### config.mk
export PLATFORM = sky130hd
export DESIGN_NAME = seq_divider_32x16
export DESIGN_NICKNAME = d
export VERILOG_FILES = /design/src/rtl/arith_pkg.sv /design/src/rtl/div_step.sv /design/src/rtl/seq_divider_32x16.sv
export SDC_FILE = /design/constraint.sdc
export NUM_CORES = 1
export LEC_CHECK = 0
export CAP_MARGIN = 20
export CORE_MARGIN = 2
export CORE_UTILIZATION = 55
export CTS_CLUSTER_DIAMETER = 120
export DETAILED_ROUTE_END_ITERATION = 10
export PLACE_DENSITY = 0.86
export SLEW_MARGIN = 10
export SYNTH_ARGS = -nofsm -noshare
export SYNTH_HDL_FRONTEND = slang
export SYNTH_SLANG_ARGS = --single-unit
### constraint.sdc
create_clock -name clk -period 5.54 [get_ports clk]
set_clock_uncertainty 0.05 [all_clocks]
set_input_delay 1.108 -clock clk [delete_from_list [all_inputs] [get_ports clk]]
set_output_delay 1.108 -clock clk [all_outputs]
set_load 0.02 [all_outputs]
### src/rtl/arith_pkg.sv
// Shared arithmetic-unit definitions: operand width default, divider FSM encoding, counter sizing.
// Latency: n/a (declarations only).
// Backpressure: n/a.
package arith_pkg;

    // Default operand width, matching the 16x16 multiplier that feeds the divider.
    localparam int BIT_DEFAULT = 16;

    localparam logic [1:0] ST_IDLE = 2'd0;
    localparam logic [1:0] ST_CALC = 2'd1;
    localparam logic [1:0] ST_DONE = 2'd2;

    typedef enum logic [1:0] {
        S_IDLE = ST_IDLE,
        S_CALC = ST_CALC,
        S_DONE = ST_DONE
    } div_state_t;

    // Iteration counter width: enough to count 2*bit_w iterations with headroom.
    function automatic int cnt_width(input int bit_w);
        return $clog2(2 * bit_w) + 1;
    endfunction

endpackage

### src/rtl/div_step.sv
// One restoring-division iteration: shift in the next dividend bit, trial-subtract the divisor.
// Latency: combinational.
// Backpressure: none; pure function of its inputs.
module div_step #(
    parameter int BIT = 16
) (
    input  logic [BIT:0]   rem_in,
    input  logic           bit_in,
    input  logic [BIT-1:0] divisor,
    output logic [BIT:0]   rem_out,
    output logic           q_bit
);

    logic [BIT+1:0] shifted;
    logic [BIT+1:0] trial;

    // One extra bit above the partial remainder keeps the trial sign exact for any operand.
    always_comb begin
        shifted = {rem_in, bit_in};
        trial   = shifted - {2'b00, divisor};
        q_bit   = ~trial[BIT+1];
        rem_out = q_bit ? trial[BIT:0] : shifted[BIT:0];
    end

endmodule

### src/rtl/seq_divider_32x16.sv
// Sequential unsigned radix-2 restoring divider, 2*BIT-bit dividend by BIT-bit divisor.
// Latency: 2*BIT cycles after acceptance (1 cycle for a zero divisor); one op in flight.
// Backpressure: in_ready low while busy; result held stable until out_valid && out_ready.
module seq_divider_32x16
    import arith_pkg::*;
#(
    parameter int BIT = BIT_DEFAULT
) (
    input  logic             clk,
    input  logic             rst,
    input  logic             in_valid,
    output logic             in_ready,
    input  logic [2*BIT-1:0] dividend,
    input  logic [BIT-1:0]   divisor,
    output logic             out_valid,
    input  logic             out_ready,
    output logic [2*BIT-1:0] quotient,
    output logic [BIT-1:0]   remainder,
    output logic             div_by_zero
);

    localparam int CNT_W = cnt_width(BIT);
    localparam logic [CNT_W-1:0] LAST_ITER = CNT_W'(2 * BIT - 1);

    div_state_t       state;
    logic [BIT:0]     rem_q;
    logic [2*BIT-1:0] quot_q;
    logic [BIT-1:0]   dvsr_q;
    logic [CNT_W-1:0] cnt;

    logic [BIT:0]     rem_nxt;
    logic             q_bit;

    // The shift register's MSB is the next dividend bit; its LSB end collects quotient bits.
    div_step #(.BIT(BIT)) u_step (
        .rem_in  (rem_q),
        .bit_in  (quot_q[2*BIT-1]),
        .divisor (dvsr_q),
        .rem_out (rem_nxt),
        .q_bit   (q_bit)
    );

    assign quotient  = quot_q;
    assign remainder = rem_q[BIT-1:0];

    // Control FSM and datapath registers; handshake outputs are registered alongside the state.
    always_ff @(posedge clk or posedge rst) begin
        if (rst) begin
            state       <= S_IDLE;
            in_ready    <= 1'b1;
            out_valid   <= 1'b0;
            div_by_zero <= 1'b0;
            rem_q       <= '0;
            quot_q      <= '0;
            dvsr_q      <= '0;
            cnt         <= '0;
        end else begin
            case (state)
                S_IDLE: begin
                    if (in_valid && in_ready) begin
                        dvsr_q   <= divisor;
                        cnt      <= '0;
                        in_ready <= 1'b0;
                        if (divisor == '0) begin
                            // Zero divisor short-circuits straight to a flagged result.
                            quot_q      <= '1;
                            rem_q       <= {1'b0, dividend[BIT-1:0]};
                            div_by_zero <= 1'b1;
                            out_valid   <= 1'b1;
                            state       <= S_DONE;
                        end else begin
                            quot_q      <= dividend;
                            rem_q       <= '0;
                            div_by_zero <= 1'b0;
                            state       <= S_CALC;
                        end
                    end
                end
                S_CALC: begin
                    rem_q  <= rem_nxt;
                    quot_q <= {quot_q[2*BIT-2:0], q_bit};
                    cnt    <= cnt + CNT_W'(1);
                    if (cnt == LAST_ITER) begin
                        out_valid <= 1'b1;
                        state     <= S_DONE;
                    end
                end
                S_DONE: begin
                    // Result stays frozen until the consumer takes it; no accept in the same cycle.
                    if (out_ready) begin
                        out_valid <= 1'b0;
                        in_ready  <= 1'b1;
                        state     <= S_IDLE;
                    end
                end
                default: begin
                    state     <= S_IDLE;
                    in_ready  <= 1'b1;
                    out_valid <= 1'b0;
                end
            endcase
        end
    end

endmodule

==> flow_metrics.py, run 1 <==
metrics = {
    "sta": {
        "rsz0062_at_grt": "no",
        "fin_crit_sh_pct": 57.1,
        "worst_slew_pin_slew_ns": 0.918,
        "slew_headroom_pct": 38.7,
        "max_freq_ghz": 0.316,
        "setup_tns_ns": 0,
        "finalMaxSlewViolations": 0,
        "whs_ns": 0.433,
        "hold_viol": 0,
        "setup_viol": 0,
        "fin_crit_ns": 3.17,
    },
    "worst_hold_path": {
        "hp-class": "flip-flop to flip-flop",
        "hold-path-cell-count": 1,
        "hold_end": "cnt[5]",
        "hold_start": "cnt[5]",
    },
    "worst_setup_path": {
        "crit_path_top_delay_cell": "nor4_1",
        "crit_type": "primary input to flip-flop",
        "cp-end-kind": "flip-flop",
        "worstReg2RegStart": "quotient[31]",
        "cp.required_ns": 5.76,
        "crit_family": "simple AND/OR/NAND/NOR gates",
        "r2r_cells": 10,
        "r2r_slack_ns": 2.46,
        "cp.arrival_ns": 3.38,
        "cp_max_fo": 51,
        "critPathLaunchType": "primary input",
        "cp-startpoint": "divisor[12]",
        "max_stage_delay_ns": 0.57,
        "crit-reg2reg-capture": "rem_q[14]",
        "crit_buf_inv": 2,
        "crit_chain": "clkdlybuf4s50_1 > nor4_1 > and4_1 > buf_4 > nor3b_1 > a21oi_1 > o22ai_1",
    },
    "clock_network": {
        "clock-root-buffer": "clkbuf_8",
        "cts_tree": "done",
        "cts-resized-gates": 0,
        "ctsHoldBuffers": 0,
        "clock_tree.buffer_depth": 2,
        "clk_pin_slew_worst_paths_ns": 0.09,
        "cts_setup_buffers": 0,
        "clock-sinks": 76,
        "ctsHtreeMaxLevel": 3,
        "cts_made_buffers": 9,
        "insertion_delay_ns": 0.36,
    },
    "place": {
        "port_buffers": 102,
        "dpl_cell_area_um2": 5510,
        "place_inst": 682,
        "dp_hpwl_um": 8200,
        "globalplace.congestion": 0.886,
    },
    "routing": {
        "route.vias.total": 4186,
        "drt-vias-per-instance": 6.01,
        "dr.first_iter.drc_count": 282,
        "drtAntennaViolNets": 0,
        "wl_per_cell_um": 17.3,
        "dr.pass1.iters": 5,
        "drcViolationCount": 0,
        "wl_um": 12100,
    },
    "power": {
        "clockPowerShare_pct": 13.7,
        "sw_frac_of_total_pct": 45.3,
        "fin_total_pwr_w": 0.00345,
        "internal_power_w": 0.00189,
        "pwr-share-comb_pct": 58.3,
        "power_switching_w": 0.00157,
        "p_seq_share_pct": 28.1,
        "p_per_area_nw_per_um2": 603,
        "max-vdd-ir-drop_mv": 0.317,
        "p_leak_nw": 2.58,
    },
    "logic_synthesis": {
        "syn_avg_cell_area_um2": 8.79,
        "synth_edf_count": 0,
        "synthArstFlopShare_pct": 100,
        "syn_nets": 591,
        "ys_warn_count": 0,
        "synthDistinctLibCells": 55,
        "synth_area_um2": 4580,
        "synth_flop_cell": "dfrtp_1",
        "yosysSeqAreaShare_pct": 41.5,
        "synth_seq_cells": 76,
        "synthCells": 521,
    },
    "run": {
        "maxCapViolCount": 0,
    },
    "floorplan": {
        "die_w_um": 95.3,
        "die_height_um": 95.3,
        "die_area_um2": 9070,
        "io_pins": 103,
        "rows": 33,
        "start_util_pct": 56.3,
        "core-area_um2": 8130,
    },
    "final_layout": {
        "area_growth_pct": 24.9,
        "nets": 658,
        "finalNonFillerCells": 697,
        "n_antenna_cell": 0,
        "final_layout_size_suffix_gt1_share_pct": 6.08,
        "fin_area_um2": 5720,
    },
    "global_routing": {
        "grt_pass1_wl_um": 19700,
        "antenna_found_initial": 0,
        "grt.total_usage_pct": 27.7,
        "grt_start_max_net_pins": 82,
        "grt_pass1_vias": 4146,
        "grt_overflow": 0,
    },
    "run_status": {
        "status": "finished clean",
    },
}
==> worst max path at each step <==
stage / end / slack, ns / cells after the start
after CTS: rem_q[7] / 2.36 / 7
after global routing: rem_q[10] / 2.21 / 8
after floorplan: cnt[0] / 2.45 / 1
after global placement: rem_q[7] / 2.01 / 7
after detailed placement: rem_q[7] / 2.00 / 7
final: state[1] / 2.37 / 7
==> power by group through the flow <==
stage	Clock (W)	Combinational (W)	Sequential, W
finish	0.000472	0.00201	0.000969
global route	0.000489	0.00222	0.000996
CTS	0.000472	0.00201	0.000964
detailed placement	0	0.00199	0.000970
global placement	0	0.00192	0.000967
floorplan	0	0.00144	0.00101
==> flip-flops by register name, indices dropped and copies added, names as in the netlist <==
signal	count
rem_q	17
quotient	32
out_valid	1
cnt	6
state	2
dvsr_q	16
div_by_zero	1
in_ready	1
==> cells in the final DEF, fill, tap and decap left out, drive strengths merged, types with 6 or more instances in the layout <==
master         Yosys  routed
clkdlybuf4s50      0     102
nand2             83      83
dfrtp             75      75
o21ai             58      58
a22oi             31      31
inv               24      25
a21oi             22      22
ha                17      17
nor2              17      17
nand3             16      16
and3              14      14
nor3              13      13
a211oi            12      12
xnor2              9       9
mux2i              9       9
clkbuf            27       9
a31oi              8       8
o31ai              7       7
o21a               6       6
nor4               6       6
==> kinds of logic after synthesis <==
logic type               after synthesis  share of synthesized area (%)
buffers and inverters                 75                           7.98
AO/OA/AOI/OAI                        166                           23.6
flip-flops                            76                           41.5
AND/OR/NAND/NOR                      163                           16.8
adder cells (fa/ha/maj)               18                           5.08
XOR/XNOR                              14                           3.09
multiplexers                           9                           1.97
==> cells in the mapped netlist (3+ instances only) <==
cell type   n  area, um2
a311oi_2    3       45.0
a22oi_1    31        233
nand3_1    14       70.1
xor2_1      4       35.0
o21a_1      6       45.0
inv_1      24       90.1
xnor2_1     9       78.8
nand2_1    82        308
nor4_1      5       31.3
a211oi_1   12       90.1
o21ai_0    56        280
nor2_1     17       63.8
clkbuf_1   27        101
a21oi_1    21        105
nor2b_1     5       31.3
ha_1       17        213
nor3_1     13       65.1
a31oi_1     8       50.1
buf_1       3       11.3
o31ai_1     7       52.6
dfrtp_1    75       1880
mux2i_1     9       90.1
a21o_1      5       37.5
buf_4      18        135
and3_1     14       87.6
==> per-layer routing <==
layer | track usage (%) | share of wire (%) | up-vias
met5 | 0 | 0 | -
met4 | 10.7 | 2.6 | 0
met3 | 3.95 | 4.7 | 31
met2 | 46.1 | 51 | 139
met1 | 36.7 | 42 | 2033
li1 | - | - | 1983
==> final cells by class <==
cell class / count / area, um2
clock inverter: 6 / 88.8
timing repair buffer: 107 / 1060
tap: 105 / 131
inverter: 24 / 90.1
clock buffer: 9 / 124
sequential: 76 / 1900
multi-input combinational: 370 / 2330
fill: 608 / 2410
==> stage by stage <==
step / utilization, % / setup WS (ns)
final: 70.4 / 2.37
after CTS: 70.4 / 2.36
after global routing: 70.4 / 2.21
after floorplan: - / 2.45
after global placement: 67.7 / 2.01
after detailed placement: 67.7 / 2.00
No activity file was read; power rests on OpenSTA's default activity.
==> run 2, diff against run 1 <==
- CORE_UTILIZATION: 55 -> 46
- PLACE_DENSITY: 0.86 -> 0.77
- clock period: 5.54 -> 2.6 ns (I/O delays scaled with it)
==> run 2 against run 1 <==
Compared with the run above: setup slack worse by 2.3 ns; first-iteration DRC count is 26% lower; die area is 19% higher; sequential share of layout area is 2.0 points lower; core utilization is 7.8 points lower; global-route usage is 4.6 points lower; register-to-register slack worse by 2.4 ns; hold slack worse by 0.0062 ns; clock-buffer cell count stayed put; critical path type is now flip-flop to flip-flop; clock power is 140% higher; final cell count is 7.3% higher; sequential cell count stayed put.
==> flow_metrics.py, run 2 (synthesized netlist as in run 1, its figures left out) <==
metrics = {
    "sta": {
        "hold_viol": 0,
        "finalMaxSlewViolations": 0,
        "fin_crit_ns": 2.50,
        "fin_crit_sh_pct": 96.2,
        "slew_headroom_pct": 47.3,
        "setup_viol": 0,
        "worst_slew_pin_slew_ns": 0.789,
        "fin_ws_ns": 0.0978,
        "rsz0062_at_grt": "yes",
        "setup_tns_ns": 0,
        "max_freq_ghz": 0.400,
    },
    "final_layout": {
        "area_growth_pct": 32.9,
        "final_core_util_pct": 62.6,
        "fin_area_um2": 6090,
        "mostFrequentLayoutCell": "clkdlybuf4s50_1",
        "largest_reg_flops": 32,
        "regArea_um2": 1900,
        "multi_input_area_um2": 2380,
        "n_antenna_cell": 0,
        "final_cell_mix": "clkdlybuf4s50_1, nand2_1, dfrtp_1, o21ai_0, a22oi_1",
        "nets": 680,
        "nFillCells": 842,
        "final_layout_size_suffix_gt1_share_pct": 11.4,
    },
    "global_routing": {
        "grtUsageMet3_pct": 3.78,
        "grt_start_max_net_pins": 77,
        "use_met2_pct": 39.9,
        "grt.total_usage_pct": 23.1,
        "grt_overflow": 0,
        "grt_pass1_vias": 4124,
        "antenna_found_initial": 0,
        "grt_util_met1_pct": 29.6,
        "busiest_layer": "met2",
        "grt_pass1_wl_um": 20400,
    },
    "clock_network": {
        "cts_tree": "done",
        "cts_made_buffers": 9,
        "ctsHtreeMaxLevel": 3,
        "clk_pin_slew_worst_paths_ns": 0.09,
        "clock-sinks": 76,
        "insertion_delay_ns": 0.36,
        "clock-root-buffer": "clkbuf_8",
        "clock_tree.buffer_depth": 2,
    },
    "power": {
        "clockPowerShare_pct": 14.3,
        "pwr-share-comb_pct": 60.2,
        "sw_frac_of_total_pct": 44.0,
        "internal_power_w": 0.00444,
        "p_per_area_nw_per_um2": 1300,
        "p_leak_nw": 2.74,
        "power_switching_w": 0.00350,
        "p_seq_share_pct": 25.5,
        "max-vdd-ir-drop_mv": 0.825,
    },
    "place": {
        "pre_cts_ws_ns": -0.0931,
        "globalplace.congestion": 0.893,
        "port_buffers": 102,
        "dpl_cell_area_um2": 5780,
        "dp_hpwl_um": 8610,
    },
    "routing": {
        "wl_per_cell_um": 16.5,
        "drt-vias-per-instance": 5.61,
        "drcViolationCount": 0,
        "dr.pass1.iters": 5,
        "dr.first_iter.drc_count": 210,
        "route.vias.total": 4196,
        "drtAntennaViolNets": 0,
        "wl_um": 12300,
    },
    "floorplan": {
        "rows": 36,
        "die_area_um2": 10800,
        "core-area_um2": 9730,
        "start_util_pct": 47.1,
        "die_height_um": 104,
        "die_w_um": 104,
        "io_pins": 103,
    },
    "worst_setup_path": {
        "max_stage_delay_ns": 0.41,
        "cp-end-kind": "flip-flop",
        "cp.arrival_ns": 2.69,
        "crit_chain": "ha_2 > fa_2 > nor2b_4 > o2111ai_2 > a2111oi_2 > buf_4 > nor2_2 > and3_1 > o31ai_2 > a31oi_1",
        "crit_buf_inv": 1,
        "crit_path_top_delay_cell": "fa_2",
        "cp.required_ns": 2.78,
        "critPathLaunchType": "flip-flop",
        "cp_max_fo": 3,
        "crit_family": "compound AO/OA/AOI/OAI gates",
        "crit_type": "flip-flop to flip-flop",
    },
    "run_status": {
        "status": "finished clean",
    },
    "run": {
        "maxCapViolCount": 0,
    },
    "worst_hold_path": {
        "hp-class": "flip-flop to flip-flop",
    },
}
-- run 2: changes by cell type in the layout (fill, tap and decap cells not counted), moves of 3 or more --
| cell | delta |
|---|---|
| buf_12 | +6 |
| ha_2 | +3 |
| ha_1 | -3 |
| buf_4 | +15 |
-- run 2: power by group through the flow --
stage               combinational, W  clock [W]  sequential [W]
CTS                          0.00465    0.00115         0.00201
detailed placement           0.00460          0         0.00203
global route                 0.00521    0.00121         0.00208
global placement             0.00452          0         0.00201
floorplan                    0.00308          0         0.00214
finish                       0.00478    0.00114         0.00202
-- run 2: layout make-up --
type,instances,area share [%]
Multi-Input combinational cell,370,39.1
Clock inverter,7,2.01
Inverter,24,1.48
Sequential cell,76,31.3
Clock buffer,9,2.03
Timing Repair Buffer,129,21.4
Tap cell,133,2.73
-- run 2: routing by layer --
metal | wire length (um) | vias up | part of all wire [%]
met5 | 0 | - | 0
li1 | - | 2024 | -
met4 | 232 | 0 | 1.9
met2 | 6310 | 111 | 51
met3 | 516 | 20 | 4.2
met1 | 5260 | 2041 | 43
-- run 2: timing repair --
item | CTS | global route
setup endpoints to repair | 3 | 16
setup buffers | 0 | 1
hold buffers | 0 | 0
resized for setup | 3 | 11
pin swaps | 1 | 4
-- run 2: path summary, 6_finish.rpt --
| check | startpoint | to | slack (ns) | cells after the start |
|---|---|---|---|---|
| max | dvsr_q[0] | rem_q[14] | 0.1 | 10 |
| min | cnt[5] | cnt[5] | 0.43 | 1 |
| max reg2reg | dvsr_q[0] | rem_q[14] | 0.1 | 10 |
| min reg2reg | cnt[5] | cnt[5] | 0.43 | 1 |
| max in group asynchronous | rst | dvsr_q[15] | 1.65 | 3 |
| min in group asynchronous | rst | quotient[20] | 0.51 | 3 |
-- run 2: through the flow --
| stage | std cells | total power [W] | hold slack (ns) |
|---|---|---|---|
| after floorplan | 521 | 0.00522 | 0.390 |
| after global placement | 731 | 0.00654 | 0.411 |
| after detailed placement | 731 | 0.00662 | 0.415 |
| after CTS | 747 | 0.00782 | 0.428 |
| after global routing | 748 | 0.00849 | 0.472 |
| final | 748 | 0.00794 | 0.427 |
